[src/rtl/cw305_trig_pkg.sv]
// Shared types and defaults for the CW305 run/trigger sequencer.
// Channel fields are packed LSB-first into flat vectors; field_lsb locates them.
package cw305_trig_pkg;

    localparam int DEF_NUM_TRIG      = 2;
    localparam int DEF_CNT_WIDTH     = 16;
    localparam int DEF_BATCH_WIDTH   = 8;
    localparam int DEF_TIMEOUT_WIDTH = 20;

    typedef enum logic [1:0] {
        ST_IDLE = 2'd0,
        ST_LOAD = 2'd1,
        ST_RUN  = 2'd2
    } seq_state_t;

    function automatic int field_lsb(input int idx, input int width);
        return idx * width;
    endfunction

endpackage

[src/rtl/cw305_trig_chan.sv]
// One trigger channel: a delay/width window on the in-run cycle counter,
// or a busy-follower when width is zero. Output is registered.
module cw305_trig_chan
    import cw305_trig_pkg::*;
#(
    parameter int pCNT_WIDTH = DEF_CNT_WIDTH
) (
    input  logic                  crypto_clk,
    input  logic                  resetn,
    input  logic [pCNT_WIDTH-1:0] t_i,
    input  logic                  in_run_i,
    input  logic                  core_busy_i,
    input  logic [pCNT_WIDTH-1:0] delay_i,
    input  logic [pCNT_WIDTH-1:0] width_i,
    output logic                  trig_o
);

    logic [pCNT_WIDTH:0] end_sum;
    logic                after_delay;
    logic                in_window;
    logic                trig_next;
    logic                trig_reg;

    // One extra bit keeps delay+width from wrapping back into range.
    assign end_sum     = {1'b0, delay_i} + {1'b0, width_i};
    assign after_delay = (t_i >= delay_i);
    assign in_window   = after_delay && ({1'b0, t_i} < end_sum);

    always_comb begin
        trig_next = 1'b0;
        if (in_run_i) begin
            if (width_i == '0) begin
                trig_next = after_delay && core_busy_i;
            end else begin
                trig_next = in_window;
            end
        end
    end

    always_ff @(posedge crypto_clk) begin
        if (!resetn) begin
            trig_reg <= 1'b0;
        end else begin
            trig_reg <= trig_next;
        end
    end

    assign trig_o = trig_reg;

endmodule

[src/rtl/cw305_trigger_seq.sv]
// Batched encryption sequencer for the CW305 target: issues core load pulses,
// runs programmable trigger channels and aborts stuck encryptions via a watchdog.
module cw305_trigger_seq
    import cw305_trig_pkg::*;
#(
    parameter int pNUM_TRIG      = DEF_NUM_TRIG,
    parameter int pCNT_WIDTH     = DEF_CNT_WIDTH,
    parameter int pBATCH_WIDTH   = DEF_BATCH_WIDTH,
    parameter int pTIMEOUT_WIDTH = DEF_TIMEOUT_WIDTH
) (
    input  logic                            crypto_clk,
    input  logic                            resetn,
    input  logic                            start_i,
    input  logic [pBATCH_WIDTH-1:0]         batch_i,
    input  logic [pNUM_TRIG*pCNT_WIDTH-1:0] trig_delay_i,
    input  logic [pNUM_TRIG*pCNT_WIDTH-1:0] trig_width_i,
    input  logic [pTIMEOUT_WIDTH-1:0]       timeout_i,
    input  logic                            core_busy_i,
    output logic                            core_load_o,
    output logic [pNUM_TRIG-1:0]            trig_o,
    output logic                            busy_o,
    output logic                            done_o,
    output logic                            timeout_o,
    output logic [pBATCH_WIDTH-1:0]         run_cnt_o
);

    localparam int CMP_W = (pCNT_WIDTH > pTIMEOUT_WIDTH) ? pCNT_WIDTH : pTIMEOUT_WIDTH;

    seq_state_t                      state_reg, state_next;
    logic [pCNT_WIDTH-1:0]           t_reg, t_next;
    logic [pBATCH_WIDTH-1:0]         run_cnt_reg, run_cnt_next, run_cnt_inc;
    logic [pBATCH_WIDTH-1:0]         batch_sh_reg;
    logic [pNUM_TRIG*pCNT_WIDTH-1:0] delay_sh_reg, width_sh_reg;
    logic [pTIMEOUT_WIDTH-1:0]       timeout_sh_reg, timeout_m1;
    logic                            done_reg, done_next;
    logic                            timeout_reg, timeout_next;
    logic                            load_reg, busy_reg;
    logic                            accept, complete, wd_hit, in_run_next;

    assign run_cnt_inc = run_cnt_reg + 1'b1;
    assign timeout_m1  = timeout_sh_reg - 1'b1;
    assign complete    = (state_reg == ST_RUN) && (t_reg != '0) && !core_busy_i;
    assign wd_hit      = (state_reg == ST_RUN) && (timeout_sh_reg != '0) && core_busy_i &&
                         (CMP_W'(t_reg) == CMP_W'(timeout_m1));
    assign in_run_next = (state_next == ST_RUN);

    always_comb begin
        state_next   = state_reg;
        t_next       = t_reg;
        run_cnt_next = run_cnt_reg;
        done_next    = done_reg;
        timeout_next = timeout_reg;
        accept       = 1'b0;
        case (state_reg)
            ST_IDLE: begin
                if (start_i) begin
                    accept       = 1'b1;
                    run_cnt_next = '0;
                    done_next    = 1'b0;
                    timeout_next = 1'b0;
                    state_next   = ST_LOAD;
                end
            end
            ST_LOAD: begin
                t_next     = '0;
                state_next = ST_RUN;
            end
            ST_RUN: begin
                if (t_reg != '1) begin
                    t_next = t_reg + 1'b1;
                end
                // Completion wins over a watchdog hit on the same cycle.
                if (complete) begin
                    run_cnt_next = run_cnt_inc;
                    if (run_cnt_inc == batch_sh_reg) begin
                        state_next = ST_IDLE;
                        done_next  = 1'b1;
                    end else begin
                        state_next = ST_LOAD;
                    end
                end else if (wd_hit) begin
                    state_next   = ST_IDLE;
                    timeout_next = 1'b1;
                end
            end
            default: state_next = ST_IDLE;
        endcase
    end

    always_ff @(posedge crypto_clk) begin
        if (!resetn) begin
            state_reg      <= ST_IDLE;
            t_reg          <= '0;
            run_cnt_reg    <= '0;
            done_reg       <= 1'b0;
            timeout_reg    <= 1'b0;
            load_reg       <= 1'b0;
            busy_reg       <= 1'b0;
            batch_sh_reg   <= '0;
            delay_sh_reg   <= '0;
            width_sh_reg   <= '0;
            timeout_sh_reg <= '0;
        end else begin
            state_reg   <= state_next;
            t_reg       <= t_next;
            run_cnt_reg <= run_cnt_next;
            done_reg    <= done_next;
            timeout_reg <= timeout_next;
            load_reg    <= (state_next == ST_LOAD);
            busy_reg    <= (state_next != ST_IDLE);
            if (accept) begin
                batch_sh_reg   <= (batch_i == '0) ? pBATCH_WIDTH'(1) : batch_i;
                delay_sh_reg   <= trig_delay_i;
                width_sh_reg   <= trig_width_i;
                timeout_sh_reg <= timeout_i;
            end
        end
    end

    // Channels see next-cycle t so their registered outputs line up with t.
    genvar gi;
    generate
        for (gi = 0; gi < pNUM_TRIG; gi++) begin : g_chan
            cw305_trig_chan #(
                .pCNT_WIDTH (pCNT_WIDTH)
            ) u_chan (
                .crypto_clk  (crypto_clk),
                .resetn      (resetn),
                .t_i         (t_next),
                .in_run_i    (in_run_next),
                .core_busy_i (core_busy_i),
                .delay_i     (delay_sh_reg[field_lsb(gi, pCNT_WIDTH) +: pCNT_WIDTH]),
                .width_i     (width_sh_reg[field_lsb(gi, pCNT_WIDTH) +: pCNT_WIDTH]),
                .trig_o      (trig_o[gi])
            );
        end
    endgenerate

    assign core_load_o = load_reg;
    assign busy_o      = busy_reg;
    assign done_o      = done_reg;
    assign timeout_o   = timeout_reg;
    assign run_cnt_o   = run_cnt_reg;

endmodule

[config.mk]
export PLATFORM = sky130hd
export DESIGN_NAME = cw305_trigger_seq
export DESIGN_NICKNAME = d
export VERILOG_FILES = /design/src/rtl/cw305_trig_pkg.sv /design/src/rtl/cw305_trig_chan.sv /design/src/rtl/cw305_trigger_seq.sv
export SDC_FILE = /design/constraint.sdc
export NUM_CORES = 1
export LEC_CHECK = 0
export ABC_CLOCK_PERIOD_IN_PS = 6200
export CORE_UTILIZATION = 30
export CTS_BUF_LIST = sky130_fd_sc_hd__clkbuf_4 sky130_fd_sc_hd__clkbuf_8 sky130_fd_sc_hd__clkbuf_16
export CTS_CLUSTER_SIZE = 8
export DETAILED_ROUTE_END_ITERATION = 12
export MAX_ROUTING_LAYER = met4
export PLACE_DENSITY = 0.48
export SYNTH_ARGS = -nofsm -noshare
export SYNTH_HDL_FRONTEND = slang
export SYNTH_HIERARCHICAL = 1
export SYNTH_SLANG_ARGS = --single-unit
[constraint.sdc]
create_clock -name crypto_clk -period 6.2 [get_ports crypto_clk]
set_input_delay 1.24 -clock crypto_clk [delete_from_list [all_inputs] [get_ports crypto_clk]]
set_output_delay 1.24 -clock crypto_clk [all_outputs]
set_load 0.1 [all_outputs]
Yosys cells after proc, flatten, opt, wreduce, memory -nomap -nowiden

Cells that the tools add are included.

Register bits: 124
Input bits: 96
Output and inout port bits: 14
Word-level logic and storage cells: 78

$add $sub $neg: 5
Order comparisons: 4
Eq/ne operators: 12
Mux-type cells: 22
Reduce and logical (&&, ||, !) cells: 22

Operators with widths:

| cell                                               | number |
|---|---|
| adder 16 x 16 -> 17 bit                            | 2 |
| < comparator 16 x 17 -> 1 bit                      | 2 |
| >= comparator 16 bit                               | 2 |
| logical NOT 16 bit                                 | 2 |
| one-hot mux 16 bit (2 select lines)                | 1 |
| 2-to-1 mux 8 bit                                   | 3 |
| == test 16 x 20 -> 1 bit                           | 1 |
| nonzero test 20 bit                                | 1 |
| subtractor 20 x 1 -> 20 bit, second input constant | 1 |
| adder 16 x 1 -> 16 bit, second input constant      | 1 |
| 2-to-1 mux 16 bit                                  | 1 |
| != test 16 bit, second input constant              | 1 |
| one-hot mux 8 bit (2 select lines)                 | 1 |
| nonzero test 16 bit                                | 1 |
| 2-to-1 mux 1 bit                                   | 10 |
| logical AND 1 bit                                  | 9 |
| adder 8 x 1 -> 8 bit, second input constant        | 1 |
| == test 8 bit                                      | 1 |
| logical NOT 8 bit                                  | 1 |
| != test 2 bit, second input constant               | 4 |
| AND reduction 4 bit                                | 2 |
| 2-to-1 mux 2 bit                                   | 3 |
| one-hot mux 2 bit (3 select lines)                 | 1 |
| == test 2 x 1 -> 1 bit, second input constant      | 2 |
| other kinds (8)                                    | 11 |

Depth between registers and ports, before layout

Gate-level depths: netlist (run 1).

Depth in word-level cells: 9
Mapped depth: 15
Mapped depth without buffers: 15

Cells and area by module

Netlist (run 1), hierarchy kept.

By module, submodules not included:

| module                             | times used | cells an instance | area each (µm²) | sequential area each (µm²) |
|---|---|---|---|---|
| cw305_trigger_seq                  | 1          | 752               | 6047.0          | 2442.3 |
| cw305_trig_chan (g_chan[0].u_chan) | 1          | 207               | 1659.1          | 20.0 |
| cw305_trig_chan (g_chan[1].u_chan) | 1          | 190               | 1497.7          | 20.0 |

Worst setup path before layout (run 1)

Ideal clock, no wire load.

Path kind: in2reg
From: input port core_busy_i
To: register g_chan[1].u_chan.trig_reg
Setup time: 91 ps
Data arrival time: 3359 ps
Required time: 6109 ps
Slack: 2750 ps
Cell stages on the path: 9
Path buffers: 0
Cell sequence: or4bb_1 nor4_1 o311ai_0 a2111o_1 nor4b_4 o211a_4 nor3b_2 nand3_1 a311oi_1

Cells in the longest elaborated chain, start to end: 7
Elaborated cells between the ends (all ways): 11
Those cells by class: 1 x eq/ne; 4 x mux; 6 x reduce/logical

Ends and longest elaborated chain:

| what                                     | line                    | source |
|---|---|---|
| start, declared                          | cw305_trigger_seq.sv:18 | `input logic core_busy_i,` |
| logical AND 1 bit (2 in series)          | cw305_trigger_seq.sv:43 | `assign wd_hit = (state_reg == ST_RUN) && (timeout_sh_reg != '0) && core_busy_i &&` |
| 2-to-1 mux 2 bit                         | cw305_trigger_seq.sv:81 | `end else if (wd_hit) begin` |
| 2-to-1 mux 2 bit (*)                     | cw305_trigger_seq.sv:73 | `if (complete) begin` |
| one-hot mux 2 bit (3 select lines) (*)   | cw305_trigger_seq.sv:54 | `case (state_reg)` |
| == test 2 bit (*)                        | cw305_trigger_seq.sv:45 | `assign in_run_next = (state_next == ST_RUN);` |
| net in_run_next                          | cw305_trigger_seq.sv:38 | `logic accept, complete, wd_hit, in_run_next;` |
| AND reduction 2 bit (no source line) (*) | n/a                     |  |
| end signal, assigned                     | cw305_trig_chan.sv:44   | `trig_reg <= trig_next;` |
| end, declared                            | cw305_trig_chan.sv:22   | `logic trig_reg;` |

The timed path passes the listed nets; every way through them passes the cells marked *.
A chain may end at the register's enable or synchronous reset.

Final worst setup path (run 1)

From: register t_reg[9]
To: register g_chan[0].u_chan.trig_reg

Elaborated cells between the ends (all ways): 19
Those cells by class: 1 x add/sub; 2 x order compare; 3 x eq/ne; 6 x mux; 7 x reduce/logical

RTL lines:

| what                                                                  | line                                         | source |
|---|---|---|
| start, declared                                                       | cw305_trigger_seq.sv:30                      | `logic [pCNT_WIDTH-1:0] t_reg, t_next;` |
| start signal, assigned                                                | cw305_trigger_seq.sv:105                     | `t_reg <= t_next;` |
| != test 16 bit (*)                                                    | cw305_trigger_seq.sv:69                      | `if (t_reg != '1) begin` |
| 2-to-1 mux 16 bit (*)                                                 | cw305_trigger_seq.sv:69                      |  |
| one-hot mux 16 bit (2 select lines) (*)                               | cw305_trigger_seq.sv:54                      |  |
| net t_next[8]                                                         | cw305_trigger_seq.sv:30                      |  |
| < comparator 16 x 17 -> 1 bit or >= comparator 16 bit (tied branches) | cw305_trig_chan.sv:27, cw305_trig_chan.sv:26 |  |
| logical AND 1 bit (on tied branches)                                  | cw305_trig_chan.sv:27, cw305_trig_chan.sv:33 |  |
| 2-to-1 mux 1 bit (*)                                                  | cw305_trig_chan.sv:32                        | `if (width_i == '0) begin` |
| end signal, assigned                                                  | cw305_trig_chan.sv:44                        |  |
| end, declared                                                         | cw305_trig_chan.sv:22                        |  |

Marked as above.

==> results of run 1 <==
cells by family after synthesis:
logic type      count (synthesis)
compound gates                303
xor+xnor                       62
fa+ha+maj                     105
buf+inv                       115
flops                         124
mux                             2
simple gates                  438
worst min-delay path: stages, from the launching register on:
cell	delay [ns]
dfxtp_1	0.32
nand2_1	0.05
a21boi_0	0.06
per-layer routing:
metal  vias up  global-route usage
met2       139               0.286
met1      3739               0.239
met4         0              0.0409
li1       4237                   -
met3        15              0.0288
met5         -                   -
cell type report:
class,count,area share
flip-flops and latches,124,0.222
clock inverters,10,0.0106
well taps,390,0.0437
repair buffers,112,0.0992
inverters,61,0.0205
clock buffers,20,0.0412
multi-input cells,910,0.563
synth_stat cells (5+ instances only):
library cell,n,area share
nand2_1,220,0.090
dfxtp_1,124,0.27
ha_1,103,0.14
a21boi_0,94,0.077
inv_1,61,0.025
nor2_1,57,0.023
clkbuf_1,50,0.020
a21oi_1,49,0.027
xnor2_1,32,0.030
o21ai_0,31,0.017
xor2_1,29,0.028
a21o_1,26,0.021
nor4_1,23,0.016
nor3_1,20,0.011
nand4_1,17,0.012
nand3_1,16,0.0087
nand2b_1,13,0.0088
a211oi_1,11,0.0090
and3_1,11,0.0075
nor2b_1,11,0.0075
a31oi_1,9,0.0061
o211ai_1,8,0.0065
o21a_1,8,0.0065
o21bai_1,8,0.0065
and2_1,7,0.0048
and4_1,7,0.0067
nor3b_1,5,0.0041
path summary, 6_finish.rpt:
kind                                              to  slack [ns]  depth (start not counted)
setup / recovery  g_chan[0].u_chan/trig_o$_SDFF_PN0_        2.06                         13
hold / removal          batch_sh_reg[4]$_SDFFE_PN0P_        0.48                          2
setup reg to reg  g_chan[0].u_chan/trig_o$_SDFF_PN0_        2.06                         13
hold reg to reg         batch_sh_reg[4]$_SDFFE_PN0P_        0.48                          2
stage by stage:
| stage | area, um2 | instances |
|---|---|---|
| after global routing | 11200 | 1627 |
| after detailed placement | 10600 | 1597 |
| final | 11200 | 1627 |
| after CTS | 11200 | 1627 |
| after global placement | 10600 | 1597 |
| after floorplan | 9200 | 1149 |
power by group through the flow:
stage | Sequential, mW | Clock (mW) | Combinational (mW)
floorplan | 0.935 | 0 | 0.492
global placement | 0.944 | 0 | 0.707
detailed placement | 0.945 | 0 | 0.709
CTS | 0.927 | 1.03 | 0.714
global route | 0.936 | 1.06 | 0.797
finish | 0.926 | 1.00 | 0.706
==> impl_metrics.ini, run 1 <==
[cells_and_area]
final_common_cell = nand2_1
seq_area_mm2 = 0.00248
multiInputGateArea_mm2 = 0.00629
area_delta_synth_final_pct = 21.4
final_util = 0.374
final_cell_mix = nand2_1 (219), dfxtp_1 (124), clkdlybuf4s50_1 (108), ha_1 (103), a21boi_0 (94)
drive_gt1_frac = 0.0598
fillCellCount = 3076
fin_nets = 1427
diodes = 0

[critical_path]
cp.required_ns = 6.53
worst_setup_path_startpoint = t_reg[9]$_SDFF_PN0_
cp.arrival_ns = 4.47
r2r-start = t_reg[9]$_SDFF_PN0_
slowest_stage = o41ai_2
max_stage_delay_ns = 0.67
path_max_fanout = 10
endpoint_kind = register
path_cells = and3_1, nand4_1, o41ai_2, nor2_1, and3_1, xnor2_1, nor2_1, ha_1, a211oi_1, nand2b_1, a211oi_1, a21oi_1, a311oi_2
critical_path_class = register to register
start_kind = register
critical_path.top_delay_family = compound AO/OA/AOI/OAI gates
path_buf_inv = 0

[timing]
rsz0062_at_grt = no
finalCritPeriodShare = 0.668
finalSetupViolCount = 0
timing.slew.headroom = 0.294
report.final.slew_viol_count = 0
timing.final.crit_period_ns = 4.14
finClkSkew_ns = 0.0141
final_hold_viol_count = 0
final.setup.tns_ns = 0
whs_ns = 0.480
tightest_slew_ns = 1.06
finalWorstSetupSlack_ns = 2.06
fmax_mhz = 242

[clock_network]
cts.sinks = 124
ctsResizeCount = 0
cts_setup_buffers = 0
insertion_delay_ns = 0.42
cts-root-buf = clkbuf_16
numCtsBuffers = 17
cts_tree = built
hold_buffers = 0
clk_pin_slew_ns = 0.06
cts_buffer_depth = 2
htree_num_levels = 4

[placement]
place_ws_ns = 1.65
gp_congestion = 0.868
io_buffers = 109
dp_hpwl_mm = 20.3

[synthesis]
synth_mux_area_frac = 0.00218
synth.yosys.seq_area_share = 0.270
async_flop_share = 0
synth_nets = 1350
synth_compound_area_frac = 0.243
synth_xor_area_frac = 0.0606
yosys.area_share.adder = 0.144
synthFlopType = dfxtp_1
synth-edff-count = 0
avgSynthCellArea_um2 = 8.01
netlist_instances = 1149
post_synth_num_cell_types = 83
ys_ff_latch = 124
syn_area_mm2 = 0.00920
synth-simple-area-share = 0.232
synth_top_family_by_area = compound AO/OA/AOI/OAI gates
ys_warn_count = 6

[die]
rows = 63
core_mm2 = 0.0299
die_h_um = 177
initial_utilization = 0.308
pin_count = 110
die_w_um = 177
die_area_mm2 = 0.0314

[grt]
grt_first_pass_wirelength_mm = 42.8
grt_pass1_vias = 8011
antenna_found_initial = 0
gr-total-overflow = 0
grt_max_degree = 95
grt_usage = 0.180

[routing]
wl_mm = 26.8
dr_wl_met3_um = 740
drcViolationCount = 0
num_vias = 8130
firstDrtPassIters = 5
wl_met2_mm = 12.3
highest_layer = met4
wl_met1_mm = 13.5
viasPerCell = 5.00
ant_nets = 0
post_drt_wl_per_cell_um = 16.5
initialDrtViolationCount = 485

[pwr]
p_int_mw = 1.77
combPwrFrac = 0.268
power_mw = 2.63
switching_share = 0.327
p_clk_frac = 0.380
sequentialPowerShare = 0.352
p_leak_nw = 4.54
netSwitchingPower_mw = 0.860
p_per_area_mw_per_mm2 = 236
peakVddDrop_mv = 0.192

[worst_hold_path]
hold_class = register to register
holdCritStartpoint = batch_sh_reg[4]$_SDFFE_PN0P_

[run_status]
status = finished clean

[flow_run]
maxCapViolCount = 0
Note: power is estimated with default switching activity, not from simulation.
==> run 2, diff against run 1 <==
--- a/config.mk
+++ b/config.mk
@@ -5,7 +5,7 @@
 export SDC_FILE = /design/constraint.sdc
 export NUM_CORES = 1
 export LEC_CHECK = 0
-export ABC_CLOCK_PERIOD_IN_PS = 6200
+export ABC_CLOCK_PERIOD_IN_PS = 4290
 export CORE_UTILIZATION = 30
 export CTS_BUF_LIST = sky130_fd_sc_hd__clkbuf_4 sky130_fd_sc_hd__clkbuf_8 sky130_fd_sc_hd__clkbuf_16
 export CTS_CLUSTER_SIZE = 8
==> constraint.sdc (replaced) <==
create_clock -name crypto_clk -period 4.29 [get_ports crypto_clk]
set_input_delay 0.858 -clock crypto_clk [delete_from_list [all_inputs] [get_ports crypto_clk]]
set_output_delay 0.858 -clock crypto_clk [all_outputs]
set_load 0.1 [all_outputs]
==> run 2 against run 1 <==
Non-clock buffer count rose by 18. First-iteration DRC count fell by 6.8%. Sequential share of layout area fell by 0.26 points. Register-to-register slack got worse by 1.5 ns.
==> impl_metrics.ini, run 2 (same netlist as run 1, synthesis figures left out) <==
[critical_path]
max_stage_delay_ns = 0.44
slowest_stage = fa_1
critical_path.top_delay_family = compound AO/OA/AOI/OAI gates
endpoint_kind = register
cp.required_ns = 4.61
path_buf_inv = 0
path_cells = ha_1, fa_1, a211oi_1, o21ai_1, a31o_2, a21o_1, a21oi_1, xor2_1, ha_1, a21o_1, a211oi_1, o21ai_0, a21oi_1, o21ai_0, a311oi_1
start_kind = register
critical_path_class = register to register
cp.arrival_ns = 4.03
path_max_fanout = 3

[timing]
final.setup.tns_ns = 0
timing.final.crit_period_ns = 3.71
finalSetupViolCount = 0
fmax_mhz = 270
finalCritPeriodShare = 0.865
timing.slew.headroom = 0.319
tightest_slew_ns = 1.01
rsz0062_at_grt = no
report.final.slew_viol_count = 0
finClkSkew_ns = 0.0172
final_hold_viol_count = 0

[die]
die_w_um = 177
core_mm2 = 0.0299
pin_count = 110
rows = 63
die_area_mm2 = 0.0314
initial_utilization = 0.308
die_h_um = 177

[placement]
place_area_mm2 = 0.0107
io_buffers = 109
dp_hpwl_mm = 21.0
gp_congestion = 0.893

[flow_run]
maxCapViolCount = 0

[worst_hold_path]
hold_class = register to register

[routing]
firstDrtPassIters = 4
initialDrtViolationCount = 452
ant_nets = 0
wl_mm = 27.1
num_vias = 8202
viasPerCell = 4.99
drcViolationCount = 0
post_drt_wl_per_cell_um = 16.5

[cells_and_area]
area_delta_synth_final_pct = 22.9
final_cell_mix = nand2_1 (219), dfxtp_1 (124), clkdlybuf4s50_1 (108), ha_1 (103), a21boi_0 (94)
fin_nets = 1445
fillCellCount = 3117
fin_area_mm2 = 0.0113
final_common_cell = nand2_1
drive_gt1_frac = 0.0733
diodes = 0

[clock_network]
cts_tree = built
cts_buffer_depth = 2
hold_buffers = 0
cts_setup_buffers = 0
cts.sinks = 124
ctsResizeCount = 0
insertion_delay_ns = 0.42
numCtsBuffers = 17
clk_pin_slew_ns = 0.06
cts-root-buf = clkbuf_16
htree_num_levels = 4

[grt]
grt_pass1_vias = 7939
grt_first_pass_wirelength_mm = 43.3
grt_max_degree = 82
antenna_found_initial = 0
gr-total-overflow = 0
grt_usage = 0.183

[pwr]
peakVddDrop_mv = 0.277
p_per_area_mw_per_mm2 = 339
p_leak_nw = 4.63

[run_status]
status = finished clean
-- run 2: changes by cell type in the layout (fill, tap and decap cells not counted) --
cell        before  now
buf_4            3   21
clkinv_4         3    1
clkinvlp_4       3    4
inv_6            0    1
-- run 2: worst paths after layout --
check	to	depth (start not counted)	startpoint	slack, ns
max	g_chan[1].u_chan/trig_o$_SDFF_PN0_	15	delay_sh_reg[16]$_SDFFE_PN0P_	0.58
min	batch_sh_reg[6]$_SDFFE_PN0P_	2	batch_sh_reg[6]$_SDFFE_PN0P_	0.48
max reg2reg	g_chan[1].u_chan/trig_o$_SDFF_PN0_	15	delay_sh_reg[16]$_SDFFE_PN0P_	0.58
min reg2reg	batch_sh_reg[6]$_SDFFE_PN0P_	2	batch_sh_reg[6]$_SDFFE_PN0P_	0.48
-- run 2: area by class of cell --
class / count / area [um2] / share of cell area
clock buffer: 20 / 460 / 0.0407
clock inverter: 10 / 118 / 0.0104
inverter: 61 / 229 / 0.0202
multi-input combinational: 910 / 6290 / 0.556
sequential: 124 / 2480 / 0.219
tap: 390 / 488 / 0.0431
timing repair buffer: 130 / 1240 / 0.110
-- run 2: worst register-to-register path: stages (launching register included) --
cell and delay [ns]:
dfxtp_1 0.33, ha_1 0.24, fa_1 0.44, a211oi_1 0.33
o21ai_1 0.19, a31o_2 0.29, a21o_1 0.17, a21oi_1 0.16
xor2_1 0.18, ha_1 0.26, a21o_1 0.16, a211oi_1 0.21
o21ai_0 0.12, a21oi_1 0.17, o21ai_0 0.14, a311oi_1 0.22
-- run 2: per-layer routing --
layer	up-vias	wire (um)	global-route usage
li1	4271	-	-
met1	3762	13600	0.243
met2	153	12400	0.293
met3	16	942	0.0268
met4	0	216	0.0363
met5	-	0	-
-- run 2: through the flow --
step                hold WS (ns)  instances  worst slack [ns]  utilization  power, mW
global placement           0.467       1615             0.306        0.359       2.41
detailed placement         0.473       1615             0.272        0.359       2.41
floorplan                  0.452       1149              1.02            -       2.06
finish                     0.477       1645             0.581        0.379       3.83
CTS                        0.482       1645             0.588        0.379       3.88
global route               0.511       1645             0.302        0.379       4.06
-- run 2: report_power, final --
| group | switching, mW | total [mW] | internal [mW] | leakage (nW) |
|---|---|---|---|---|
| clock | 0.568 | 1.45 | 0.886 | 0.274 |
| combinational | 0.582 | 1.04 | 0.454 | 3.34 |
| sequential | 0.106 | 1.34 | 1.24 | 1.01 |
| total | 1.26 | 3.83 | 2.58 | 4.63 |
